## src/rtl/ppu_regs.sv

```systemverilog
// ppu_regs: CPU-facing PPU register file ($2000-$2007, mirrored every 8 bytes).
// Holds PPUCTRL/PPUMASK, the status flags, OAMADDR, the loopy t/v/fine_x/w scroll
// state and the buffered PPUDATA path that issues single-cycle PPU bus accesses.
module ppu_regs #(
  parameter int RD_LATENCY     = 1,
  parameter int OPEN_BUS_DECAY = 0
) (
  input  logic        clk,
  input  logic        rst,
  input  logic        cpu_cs,
  input  logic        cpu_rw,
  input  logic [2:0]  cpu_addr,
  input  logic [7:0]  cpu_data_i,
  output logic [7:0]  cpu_data_o,
  output logic        nmi,
  input  logic        vblank_set,
  input  logic        vblank_clr,
  input  logic        spr0_hit,
  input  logic        spr_ovf,
  output logic [7:0]  ctrl_o,
  output logic [7:0]  mask_o,
  output logic [14:0] v_o,
  output logic [14:0] t_o,
  output logic [2:0]  fine_x_o,
  input  logic        copy_h,
  input  logic        copy_v,
  output logic [7:0]  oam_addr_o,
  output logic [7:0]  oam_data_o,
  output logic        oam_we,
  input  logic [7:0]  oam_data_i,
  output logic        ppu_req,
  output logic        ppu_rw,
  output logic [13:0] ppu_addr_o,
  output logic [7:0]  ppu_data_o,
  input  logic [7:0]  ppu_data_i
);

  // Last count value before the open-bus latch decays (unused when decay is off).
  localparam logic [15:0] DECAY_LAST = 16'(OPEN_BUS_DECAY - 1);

  logic [7:0]  ctrl_r, mask_r;
  logic        vbl_r, s0_r, ovf_r;
  logic [14:0] t_r, v_r;
  logic [2:0]  fine_x_r;
  logic        w_r;
  logic [7:0]  oam_addr_r, oam_data_r;
  logic        oam_we_r, oam_inc_r;
  logic        ppu_req_r, ppu_rw_r;
  logic [13:0] ppu_addr_r;
  logic [7:0]  ppu_data_r;
  logic [7:0]  rd_buf_r, latch_r;
  logic [15:0] decay_cnt_r;
  logic [RD_LATENCY:0] rd_pipe_r;

  logic        wr_s, rd_s;
  logic        data_wr_s, data_rd_s;
  logic [7:0]  status_s, rd_mux_s;
  logic [14:0] v_inc_s, v_copy_s;
  logic [14:0] t_next_s, v_next_s;
  logic [2:0]  fine_x_next_s;
  logic        w_next_s;

  assign wr_s      = cpu_cs & ~cpu_rw;
  assign rd_s      = cpu_cs & cpu_rw;
  assign data_wr_s = wr_s & (cpu_addr == 3'd7);
  assign data_rd_s = rd_s & (cpu_addr == 3'd7);

  // v after a PPUDATA access, and v after any renderer copies from t.
  assign v_inc_s  = v_r + (ctrl_r[2] ? 15'd32 : 15'd1);
  assign v_copy_s = {copy_v ? t_r[14:11] : v_r[14:11],
                     copy_h ? t_r[10]    : v_r[10],
                     copy_v ? t_r[9:5]   : v_r[9:5],
                     copy_h ? t_r[4:0]   : v_r[4:0]};

  assign ctrl_o     = ctrl_r;
  assign mask_o     = mask_r;
  assign v_o        = v_r;
  assign t_o        = t_r;
  assign fine_x_o   = fine_x_r;
  assign oam_addr_o = oam_addr_r;
  assign oam_data_o = oam_data_r;
  assign oam_we     = oam_we_r;
  assign ppu_req    = ppu_req_r;
  assign ppu_rw     = ppu_rw_r;
  assign ppu_addr_o = ppu_addr_r;
  assign ppu_data_o = ppu_data_r;
  assign nmi        = ctrl_r[7] & vbl_r;

  // CPU read mux; a vblank_set landing on a status read is hidden from that read.
  always_comb begin
    status_s = {vbl_r & ~vblank_set, s0_r, ovf_r, latch_r[4:0]};
    case (cpu_addr)
      3'd2:    rd_mux_s = status_s;
      3'd4:    rd_mux_s = oam_data_i;
      3'd7:    rd_mux_s = rd_buf_r;
      default: rd_mux_s = latch_r;
    endcase
    if (rd_s) begin
      cpu_data_o = rd_mux_s;
    end else begin
      cpu_data_o = 8'h00;
    end
  end

  // Next scroll state; CPU updates of v override renderer copies in the same clock.
  always_comb begin
    t_next_s      = t_r;
    fine_x_next_s = fine_x_r;
    w_next_s      = w_r;
    v_next_s      = v_copy_s;
    if (wr_s) begin
      case (cpu_addr)
        3'd0: t_next_s[11:10] = cpu_data_i[1:0];
        3'd5: begin
          if (!w_r) begin
            t_next_s[4:0] = cpu_data_i[7:3];
            fine_x_next_s = cpu_data_i[2:0];
            w_next_s      = 1'b1;
          end else begin
            t_next_s[14:12] = cpu_data_i[2:0];
            t_next_s[9:5]   = cpu_data_i[7:3];
            w_next_s        = 1'b0;
          end
        end
        3'd6: begin
          if (!w_r) begin
            t_next_s[13:8] = cpu_data_i[5:0];
            t_next_s[14]   = 1'b0;
            w_next_s       = 1'b1;
          end else begin
            t_next_s[7:0] = cpu_data_i;
            v_next_s      = {t_r[14:8], cpu_data_i};
            w_next_s      = 1'b0;
          end
        end
        3'd7:    v_next_s = v_inc_s;
        default: t_next_s = t_r;
      endcase
    end else if (rd_s) begin
      case (cpu_addr)
        3'd2:    w_next_s = 1'b0;
        3'd7:    v_next_s = v_inc_s;
        default: w_next_s = w_r;
      endcase
    end else begin
      v_next_s = v_copy_s;
    end
  end

  // Control, mask and scroll registers.
  always_ff @(posedge clk) begin
    if (rst) begin
      ctrl_r   <= 8'h00;
      mask_r   <= 8'h00;
      t_r      <= 15'h0000;
      v_r      <= 15'h0000;
      fine_x_r <= 3'd0;
      w_r      <= 1'b0;
    end else begin
      if (wr_s && (cpu_addr == 3'd0)) begin
        ctrl_r <= cpu_data_i;
      end
      if (wr_s && (cpu_addr == 3'd1)) begin
        mask_r <= cpu_data_i;
      end
      t_r      <= t_next_s;
      v_r      <= v_next_s;
      fine_x_r <= fine_x_next_s;
      w_r      <= w_next_s;
    end
  end

  // Status flags: clear pulse beats set; a status read clears vbl and suppresses a coincident set.
  always_ff @(posedge clk) begin
    if (rst) begin
      vbl_r <= 1'b0;
      s0_r  <= 1'b0;
      ovf_r <= 1'b0;
    end else begin
      vbl_r <= ~vblank_clr & ~(rd_s && (cpu_addr == 3'd2)) & (vblank_set | vbl_r);
      s0_r  <= ~vblank_clr & (spr0_hit | s0_r);
      ovf_r <= ~vblank_clr & (spr_ovf | ovf_r);
    end
  end

  // OAM port: a data write strobes at the current address, which advances one clock later.
  always_ff @(posedge clk) begin
    if (rst) begin
      oam_addr_r <= 8'h00;
      oam_data_r <= 8'h00;
      oam_we_r   <= 1'b0;
      oam_inc_r  <= 1'b0;
    end else begin
      oam_we_r <= wr_s && (cpu_addr == 3'd4);
      if (wr_s && (cpu_addr == 3'd3)) begin
        oam_addr_r <= cpu_data_i;
        oam_inc_r  <= 1'b0;
      end else if (wr_s && (cpu_addr == 3'd4)) begin
        oam_addr_r <= oam_inc_r ? oam_addr_r + 8'd1 : oam_addr_r;
        oam_data_r <= cpu_data_i;
        oam_inc_r  <= 1'b1;
      end else if (oam_inc_r) begin
        oam_addr_r <= oam_addr_r + 8'd1;
        oam_inc_r  <= 1'b0;
      end
    end
  end

  // PPU bus request and the read buffer fill RD_LATENCY clocks after the request.
  always_ff @(posedge clk) begin
    if (rst) begin
      ppu_req_r  <= 1'b0;
      ppu_rw_r   <= 1'b1;
      ppu_addr_r <= 14'h0000;
      ppu_data_r <= 8'h00;
      rd_buf_r   <= 8'h00;
      rd_pipe_r  <= '0;
    end else begin
      ppu_req_r <= data_wr_s | data_rd_s;
      ppu_rw_r  <= ~data_wr_s;
      if (data_wr_s || data_rd_s) begin
        ppu_addr_r <= v_r[13:0];
      end
      if (data_wr_s) begin
        ppu_data_r <= cpu_data_i;
      end
      rd_pipe_r <= {rd_pipe_r[RD_LATENCY-1:0], data_rd_s};
      if (rd_pipe_r[RD_LATENCY]) begin
        rd_buf_r <= ppu_data_i;
      end
    end
  end

  // Open-bus latch: refreshed by every access, optionally decaying to 0 when left alone.
  always_ff @(posedge clk) begin
    if (rst) begin
      latch_r     <= 8'h00;
      decay_cnt_r <= 16'h0000;
    end else if (cpu_cs) begin
      latch_r     <= cpu_rw ? rd_mux_s : cpu_data_i;
      decay_cnt_r <= 16'h0000;
    end else if (OPEN_BUS_DECAY != 0) begin
      if (decay_cnt_r == DECAY_LAST) begin
        latch_r <= 8'h00;
      end else begin
        decay_cnt_r <= decay_cnt_r + 16'd1;
      end
    end
  end

endmodule

```

## config.mk

```make
export PLATFORM = sky130hd
export DESIGN_NAME = ppu_regs
export DESIGN_NICKNAME = d
export VERILOG_FILES = /design/src/rtl/ppu_regs.sv
export SDC_FILE = /design/constraint.sdc
export NUM_CORES = 1
export LEC_CHECK = 0
export BUFFER_PORTS_ARGS = -buffer_cell sky130_fd_sc_hd__clkbuf_2
export CAP_MARGIN = 20
export CORE_AREA = 2 2 115 117
export CTS_CLUSTER_DIAMETER = 40
export DETAILED_ROUTE_END_ITERATION = 12
export DIE_AREA = 0 0 117 119
export PLACE_DENSITY = 0.65
export RECOVER_POWER = 50
export SYNTH_ARGS = -nofsm -noshare
export SYNTH_HDL_FRONTEND = slang
export SYNTH_SLANG_ARGS = --single-unit
```

## constraint.sdc

```tcl
create_clock -name clk -period 2.3 [get_ports clk]
set_clock_uncertainty 0.15 [all_clocks]
set_input_delay 0.115 -clock clk [delete_from_list [all_inputs] [get_ports clk]]
set_output_delay 0.115 -clock clk [all_outputs]
set_load 0.02 [all_outputs]
```

==> flow_summary.json, run 1 <==
{
  "final_area_um2": 7073,
  "dieArea_um2": 13920,
  "syn_avg_cell_area_um2": 8.190,
  "p_per_area_nw_per_um2": 716.1,
  "cts_sinks": 113,
  "cts_tree": "done",
  "synthXorXnorAreaFrac_pct": 2.179,
  "yosys.area.top_type": "dfxtp_1",
  "yosys_warnings": 0,
  "drc_errors": 0,
  "post_cts_buffers": 0,
  "htreeDepth": 4,
  "path_buf_inv": 0,
  "wl_um": 17530,
  "ff2ff_setup_slack_ns": 0.24,
  "dpl_cell_area_um2": 6301,
  "synthAdderAreaFrac_pct": 1.112,
  "total_power_mw": 5.065,
  "die_w_um": 117,
  "regArea_um2": 2262,
  "synthMuxAreaShare_pct": 5.337,
  "synth_top_flop_cell": "dfxtp_1",
  "worst_setup_path_end_kind": "flip-flop",
  "wl_per_cell_um": 17.17,
  "drt_pre_antenna_iters": 5,
  "grt_max_degree": 59,
  "critPathLaunchType": "flip-flop",
  "gr-total-overflow": 0,
  "max_slew_margin_pct": 46.18,
  "clk_pin_slew_ns": 0.05,
  "rsz0062_at_grt": "false",
  "fin_setup_tns_ns": 0,
  "crit_chain": "ha_1 -> and4_4 -> a21oi_2 -> xor2_1 -> a221o_1 -> a221oi_2",
  "yosysTopAreaCellShare_pct": 40.20,
  "vdd_drop_max_v": 0.0004447,
  "hpwl_um": 11990,
  "holdWs_ns": 0.02630,
  "drive_gt1_share_pct": 14.56,
  "hp-class": "in2reg",
  "synth_edf_count": 0,
  "grt_pass1_vias": 5333,
  "vias_per_cell": 5.559,
  "ys_seq_area_share_pct": 40.20,
  "multi_input_area_um2": 2959,
  "crit_fanout": 5,
  "clockBufferDepth": 2,
  "drt-initial-drc-count": 444,
  "start_util_pct": 43.70,
  "synth-seq-cells": 113,
  "synth_compound_area_share_pct": 21.26,
  "vias": 5676,
  "syn_area_um2": 5627,
  "nFillCells": 1236,
  "status": "completed",
  "crit_arrival_ns": 2.23,
  "synth_most_common_cell": "dfxtp_1",
  "ys_types": 75,
  "setup_violations": 0,
  "grt_util_all_layers_pct": 25.90,
  "p_leak_nw": 2.676,
  "synth_top_family_by_area": "simple AND/OR/NAND/NOR gates",
  "diodes": 0,
  "synth_common_cells": "113 x dfxtp_1, 90 x nor2_1, 87 x nand2_1",
  "num_rows": 42,
  "max_stage_delay_ns": 0.40,
  "max-cap-violations": 0,
  "synthSimpleGateAreaFrac_pct": 22.86,
  "grt_pass1_wl_um": 27840,
  "cp_top_family": "compound AO/OA/AOI/OAI gates",
  "critPathRequiredTime_ns": 2.47,
  "syn_nets": 729,
  "crit_type": "reg2reg",
  "synthArstFlopShare_pct": 0,
  "boundaryPins": 136,
  "fin_crit_sh_pct": 89.67,
  "cts_resized": 0,
  "worst_pin_slew_ns": 0.8073,
  "worstSkewPairLatency_ns": 0.42,
  "place.port_buffers": 135,
  "timing.fmax_mhz": 484.9,
  "hold_viol": 0,
  "coreArea_um2": 12870,
  "die_h_um": 119,
  "cts_root_buffer": "clkbuf_16",
  "synth_area_leaders": "dfxtp_1 40%, a21oi_1 7.2%, nor2_1 6.0%",
  "cts_hold_buf": 31,
  "finalMaxSlewViolations": 0,
  "cts_made_buffers": 17,
  "nets": 874,
  "syn_inst": 687,
  "post-route-min-period_ns": 2.062,
  "ant_nets": 0,
  "area_growth_pct": 25.71,
  "crit_path_top_delay_cell": "dfxtp_1",
  "antenna_found_initial": 0,
  "place_congestion": 0.9019
}
==> cells in the final DEF, fill, tap and decap left out, types with 5 or more instances in the layout <==
master / count
clkbuf_2: 51
dlygate4sd3_1: 31
mux2i_1: 21
inv_1: 12
nor2b_1: 11
nand2b_1: 5
nand4_1: 8
o22ai_1: 8
o21ai_0: 16
ha_1: 5
mux2_2: 8
nand2_1: 87
dfxtp_1: 113
nand3_1: 25
a211oi_1: 28
nor3_1: 11
o21a_1: 5
nor2_1: 91
a31oi_1: 5
a21oi_1: 81
xor2_1: 6
buf_4: 18
clkbuf_1: 86
clkbuf_16: 17
xnor2_1: 8
==> logic make-up (layout without fill, tap and decap cells) <==
kind of cell / after synthesis / in the layout
buf+inv: 69 / 227
compound gates: 185 / 185
fa+ha+maj: 5 / 5
mux: 29 / 29
xor+xnor: 14 / 14
flops: 113 / 113
simple gates: 272 / 272
==> flip-flops by register name, indices dropped and copies added, names as in the netlist <==
register	flops
t_o	15
v_o	15
ppu_addr_o	14
ctrl_o	8
latch_r	8
mask_o	8
oam_addr_o	8
oam_data_o	8
ppu_data_o	8
rd_buf_r	8
fine_x_o	3
rd_pipe_r	2
oam_inc_r	1
oam_we	1
ovf_r	1
ppu_req	1
ppu_rw	1
s0_r	1
vbl_r	1
w_r	1
==> metal layers <==
layer / track usage [%] / wire length [µm] / up-vias
met5: 0 / 0 / -
met4: 9.632 / 455 / 0
met3: 6.107 / 1050 / 37
met2: 42.34 / 8458 / 199
met1: 32.93 / 7569 / 2703
li1: - / - / 2737
==> path summary, 6_finish.rpt <==
check                 from       endpoint  depth (start not counted)
min          cpu_data_i[1]  ppu_data_o[1]                          3
max                 v_o[5]         v_o[6]                          6
max reg2reg         v_o[5]         v_o[6]                          6
min reg2reg   rd_pipe_r[0]   rd_pipe_r[1]                          1
==> report_power, final <==
group	total [mW]	leakage (nW)	internal (mW)	switching (mW)
Combinational	0.495	1.49	0.177	0.319
Sequential	2.04	0.914	2.00	0.0362
Clock	2.53	0.272	1.64	0.897
Total	5.06	2.68	3.81	1.25
==> per-stage QoR <==
stage	setup WS [ns]	utilization [%]	std cells
after floorplan	0.2834	-	687
after global placement	0.3127	48.94	958
after detailed placement	0.2615	48.94	958
after CTS	0.2431	55.81	1021
after global routing	0.09180	54.94	1021
final	0.2375	54.94	1021
==> tightest hold or removal path, stage by stage <==
cell and delay [ns]:
clkbuf_2 0.25, nand2_1 0.12, a21oi_1 0.06
==> final cells by class <==
class | instances | area share [%]
multi-input combinational | 505 | 41.84
sequential | 113 | 31.98
timing repair buffer | 183 | 14.31
clock buffer | 22 | 6.563
tap | 176 | 3.113
clock inverter | 10 | 1.557
inverter | 12 | 0.6368
Note: power is estimated with default switching activity, not from simulation.
==> inputs of run 2 (changes only) <==
--- a/config.mk
+++ b/config.mk
@@ -7,10 +7,11 @@
 export LEC_CHECK = 0
 export BUFFER_PORTS_ARGS = -buffer_cell sky130_fd_sc_hd__clkbuf_2
 export CAP_MARGIN = 20
-export CORE_AREA = 2 2 115 117
+export CORE_AREA = 2 2 121 112
 export CTS_CLUSTER_DIAMETER = 40
+export CTS_CLUSTER_SIZE = 20
 export DETAILED_ROUTE_END_ITERATION = 12
-export DIE_AREA = 0 0 117 119
+export DIE_AREA = 0 0 123 114
 export PLACE_DENSITY = 0.65
 export RECOVER_POWER = 50
 export SYNTH_ARGS = -nofsm -noshare
==> run 2 against run 1 <==
Net effect: core utilization shrank 0.79 points; largest cell class unchanged; highest routed layer unchanged; clock-buffer cell count is the same; via count fell by 0.26%; die area up 0.71%; maximum frequency decreased by 0.95%; hold slack gained 0.026 ns; non-clock buffer count shrank 5; clock power is essentially flat; critical path depth is the same; cell count is 1.6% lower; critical endpoint is now v_o[9]; sequential power hardly changed.
==> flow_summary.json, run 2 (synthesis results as in run 1) <==
{
  "nets": 869,
  "cts_made_buffers": 17,
  "max_slew_margin_pct": 58.95,
  "cp_top_family": "compound AO/OA/AOI/OAI gates",
  "hpwl_um": 12250,
  "num_rows": 40,
  "cts_root_buffer": "clkbuf_16",
  "wl_per_cell_um": 17.56,
  "crit_type": "reg2reg",
  "drc_errors": 0,
  "die_w_um": 123,
  "use_met3_pct": 6.050,
  "start_util_pct": 43.58,
  "worst_setup_path_end_kind": "flip-flop",
  "hold_viol": 0,
  "dpl_cell_area_um2": 6284,
  "regToRegStartpoint": "v_o[5]",
  "hp-start": "oam_data_i[5]",
  "timing.fmax_mhz": 480.2,
  "critPathLaunchType": "flip-flop",
  "final_cells": 1005,
  "status": "completed",
  "path_buf_inv": 0,
  "final_common_cell": "dfxtp_1",
  "clk_pin_slew_ns": 0.05,
  "finalMaxSlewViolations": 0,
  "wl_um": 17650,
  "crit_fanout": 5,
  "regArea_um2": 2262,
  "area_growth_pct": 24.26,
  "drt-initial-drc-count": 538,
  "gr-total-overflow": 0,
  "dp_cells": 949,
  "worst_pin_slew_ns": 0.6157,
  "max_stage_delay_ns": 0.35,
  "place.port_buffers": 135,
  "boundaryPins": 136,
  "p_leak_nw": 2.625,
  "vias_per_cell": 5.633,
  "clockBufferDepth": 2,
  "drive_gt1_share_pct": 13.86,
  "post-route-min-period_ns": 2.082,
  "setup.worst_path.start": "v_o[5]",
  "cts_tree": "done",
  "fin_setup_tns_ns": 0,
  "nFillCells": 1264,
  "vias": 5661,
  "crit_chain": "ha_1 -> and4_4 -> a31o_2 -> mux2_2 -> o211ai_1 -> o22ai_1",
  "place_ws_ns": 0.2525,
  "grt_max_degree": 47,
  "dieArea_um2": 14020,
  "final_area_um2": 6992,
  "grt_pass1_vias": 5431,
  "die_h_um": 114,
  "rsz0062_at_grt": "false",
  "critPathRequiredTime_ns": 2.42,
  "gr-usage-met1_pct": 33.24,
  "gr-usage-met2_pct": 39.63,
  "setup_violations": 0,
  "grt_pass1_wl_um": 27470,
  "drt_pre_antenna_iters": 6,
  "antenna_found_initial": 0,
  "coreArea_um2": 12910,
  "final_util_pct": 54.15,
  "hp-class": "in2reg",
  "p_per_area_nw_per_um2": 722.5,
  "htreeDepth": 4,
  "final_cell_mix": "113 x dfxtp_1, 91 x clkbuf_1, 90 x nor2_1",
  "cts_sinks": 113,
  "fin_crit_sh_pct": 90.53,
  "cts_hold_buf": 27,
  "diodes": 0,
  "worstSkewPairLatency_ns": 0.42,
  "worst_slack_ns": 0.2177,
  "multi_input_area_um2": 2963,
  "crit_arrival_ns": 2.20,
  "place_congestion": 0.8922,
  "post_cts_buffers": 0,
  "grt_util_all_layers_pct": 25.29,
  "grt_busiest_layer": "met2",
  "vdd_drop_max_v": 0.0005073,
  "cts_resized": 0,
  "crit_path_top_delay_cell": "mux2_2",
  "max-cap-violations": 0,
  "ant_nets": 0
}
-- run 2: where the power goes --
| part | internal, mW | leakage (nW) | switching (mW) | total (mW) |
|---|---|---|---|---|
| Sequential | 2.00 | 0.914 | 0.0383 | 2.04 |
| Combinational | 0.174 | 1.43 | 0.319 | 0.493 |
| Clock | 1.65 | 0.281 | 0.874 | 2.52 |
-- run 2: final timing paths --
path	end	slack [ns]	cells past startpoint
worst max-delay path	v_o[9]	0.22	6
worst min-delay path	latch_r[5]	0.05	5
worst max register to register	v_o[9]	0.22	6
worst min register to register	rd_pipe_r[1]	0.30	1
-- run 2: metrics by stage --
| step | hold slack, ns | power [mW] |
|---|---|---|
| 2_1_floorplan | 0.04326 | 2.400 |
| 3_3_place_gp | 0.1712 | 2.530 |
| 3_5_place_dp | 0.1775 | 2.539 |
| 4_1_cts | 0.02403 | 5.079 |
| 5_1_grt | 0.08654 | 5.196 |
| 6_report | 0.05211 | 5.052 |
-- run 2: area by class of cell --
cell class,count,area share [%]
Multi-Input combinational cell,505,42.38
Sequential cell,113,32.36
Timing Repair Buffer,178,13.62
Clock buffer,22,6.782
Tap cell,168,3.006
Clock inverter,7,1.217
Inverter,12,0.6442
-- run 2: worst register-to-register path: stages, from the launching register on --
cell and delay (ns):
dfxtp_1 0.34, ha_1 0.34, and4_4 0.26, a31o_2 0.23
mux2_2 0.35, o211ai_1 0.17, o22ai_1 0.11
-- run 2: routing by layer --
| layer | share of wire [%] | wire length (µm) |
|---|---|---|
| met5 | 0 | 0 |
| met1 | 43 | 7602 |
| met3 | 7.7 | 1364 |
| met2 | 47 | 8344 |
| met4 | 1.9 | 334 |
==> inputs of run 3 (changes only) <==
==> constraint.sdc (replaced) <==
create_clock -name clk -period 2.65 [get_ports clk]
set_clock_uncertainty 0.15 [all_clocks]
set_input_delay 0.1325 -clock clk [delete_from_list [all_inputs] [get_ports clk]]
set_output_delay 0.1325 -clock clk [all_outputs]
set_load 0.005 [all_outputs]
==> run 3 against run 2 <==
Net effect: sequential power shrank 13%; core utilization up 0.51 points; maximum frequency rose by 0.69%; combinational power decreased by 22%; cell count shrank 0.20%; global-route usage down 0.85 points; non-clock buffer count shrank 5; critical endpoint is now v_o[14].
==> flow_summary.json, run 3 (synthesis results as in run 1) <==
{
  "status": "completed",
  "p_int_mw": 3.493,
  "post_cts_buffers": 0,
  "worstSkewPairLatency_ns": 0.42,
  "final_common_cell": "dfxtp_1",
  "post-route-min-period_ns": 2.068,
  "coreArea_um2": 12910,
  "vdd_drop_max_v": 0.0004311,
  "drt_pre_antenna_iters": 5,
  "worst_pin_slew_ns": 0.7645,
  "num_rows": 40,
  "place_congestion": 0.9084,
  "clockBufferDepth": 2,
  "path_buf_inv": 0,
  "worst_setup_path_end_kind": "flip-flop",
  "nets": 864,
  "crit_fanout": 11,
  "vias_per_cell": 5.610,
  "boundaryPins": 136,
  "hp-class": "in2reg",
  "max_stage_delay_ns": 0.58,
  "die_h_um": 114,
  "cts_root_buffer": "clkbuf_16",
  "grt_pass1_wl_um": 26540,
  "cts_tree": "done",
  "hold_viol": 0,
  "grt_util_all_layers_pct": 24.44,
  "cts_hold_buf": 27,
  "drive_gt1_share_pct": 17.60,
  "switching_power_mw": 1.053,
  "hpwl_um": 11950,
  "htreeDepth": 4,
  "fin_setup_tns_ns": 0,
  "holdWs_ns": 0.01700,
  "p_seq_share_pct": 38.9,
  "crit_arrival_ns": 2.21,
  "power_frac_comb_pct": 8.5,
  "p_per_area_nw_per_um2": 644.1,
  "place.port_buffers": 135,
  "wl_um": 17080,
  "critPathRequiredTime_ns": 2.79,
  "final_cell_mix": "113 x dfxtp_1, 91 x nor2_1, 88 x nand2_1",
  "fin_crit_sh_pct": 78.04,
  "crit_chain": "and4_1 -> nand4_1 -> o31a_2 -> o21ai_0 -> a21oi_1",
  "max-cap-violations": 0,
  "timing.fmax_mhz": 483.6,
  "dieArea_um2": 14020,
  "power_frac_clock_pct": 52.6,
  "diodes": 0,
  "cts_made_buffers": 17,
  "grt_pass1_vias": 5161,
  "gr-total-overflow": 0,
  "cts_sinks": 113,
  "max_slew_margin_pct": 48.84,
  "finalMaxSlewViolations": 0,
  "vias": 5627,
  "r2r_cells": 5,
  "switching_share_pct": 23.17,
  "start_util_pct": 43.58,
  "rsz0062_at_grt": "false",
  "crit_type": "reg2reg",
  "critPathLaunchType": "flip-flop",
  "crit_path_top_delay_cell": "dfxtp_1",
  "setup_violations": 0,
  "wl_per_cell_um": 17.03,
  "drt-initial-drc-count": 449,
  "hold_depth": 3,
  "drc_errors": 0,
  "p_leak_nw": 2.747,
  "grt_max_degree": 50,
  "ant_nets": 0,
  "cp.depth": 5,
  "die_w_um": 123,
  "cp_top_family": "compound AO/OA/AOI/OAI gates",
  "area_growth_pct": 25.44,
  "antenna_found_initial": 0,
  "cts_resized": 0,
  "clk_pin_slew_ns": 0.05
}
[run 3: changes by cell type in the layout (fill, tap and decap cells not counted), moves of 2 or more]
| cell | previous run | this run |
|---|---|---|
| buf_4 | 15 | 10 |
| bufinv_16 | 2 | 4 |
| clkbuf_1 | 91 | 57 |
| clkbuf_2 | 47 | 81 |
| clkinvlp_4 | 0 | 2 |
[run 3: layout make-up]
class | count | area [µm²]
Fill cell | 1248 | 5854
Multi-Input combinational cell | 505 | 2963
Sequential cell | 113 | 2262
Timing Repair Buffer | 173 | 957.2
Clock buffer | 21 | 460.4
Tap cell | 168 | 210.2
Clock inverter | 11 | 160.2
Inverter | 12 | 45.04
[run 3: per-layer routing]
metal	track usage [%]	wire length, µm	vias to the layer above
met2	38.82	8002	203
met3	6.200	1205	19
met4	7.424	211	0
met1	32.69	7663	2688
met5	0	0	-
li1	-	-	2717
[run 3: through the flow]
step	setup WS (ns)	util, %	instances	cell area, µm²	total power [mW]
floorplan	0.7260	-	687	5627	2.053
global placement	0.6293	48.37	944	6246	2.161
detailed placement	0.5942	48.37	944	6246	2.167
CTS	0.6001	55.27	1003	7137	4.578
global route	0.4345	54.66	1003	7058	4.711
finish	0.5820	54.66	1003	7058	4.546
[run 3: power groups by stage]
stage / Clock (mW) / Sequential (mW) / Combinational (mW)
final: 2.39 / 1.77 / 0.387
after global routing: 2.52 / 1.77 / 0.421
after CTS: 2.42 / 1.77 / 0.388
after detailed placement: 0 / 1.80 / 0.365
after global placement: 0 / 1.80 / 0.360
after floorplan: 0 / 1.79 / 0.260
[run 3: worst paths after layout]
kind,startpoint,endpoint,slack (ns)
setup / recovery,v_o[7],v_o[14],0.58
hold / removal,cpu_data_i[7],oam_data_o[7],0.02
setup reg to reg,v_o[7],v_o[14],0.58
hold reg to reg,rd_pipe_r[0],rd_pipe_r[1],0.29
[run 3: tightest hold or removal path: stages]
cell and delay, ns:
clkbuf_2 0.23, nand2_1 0.11, a21oi_1 0.05
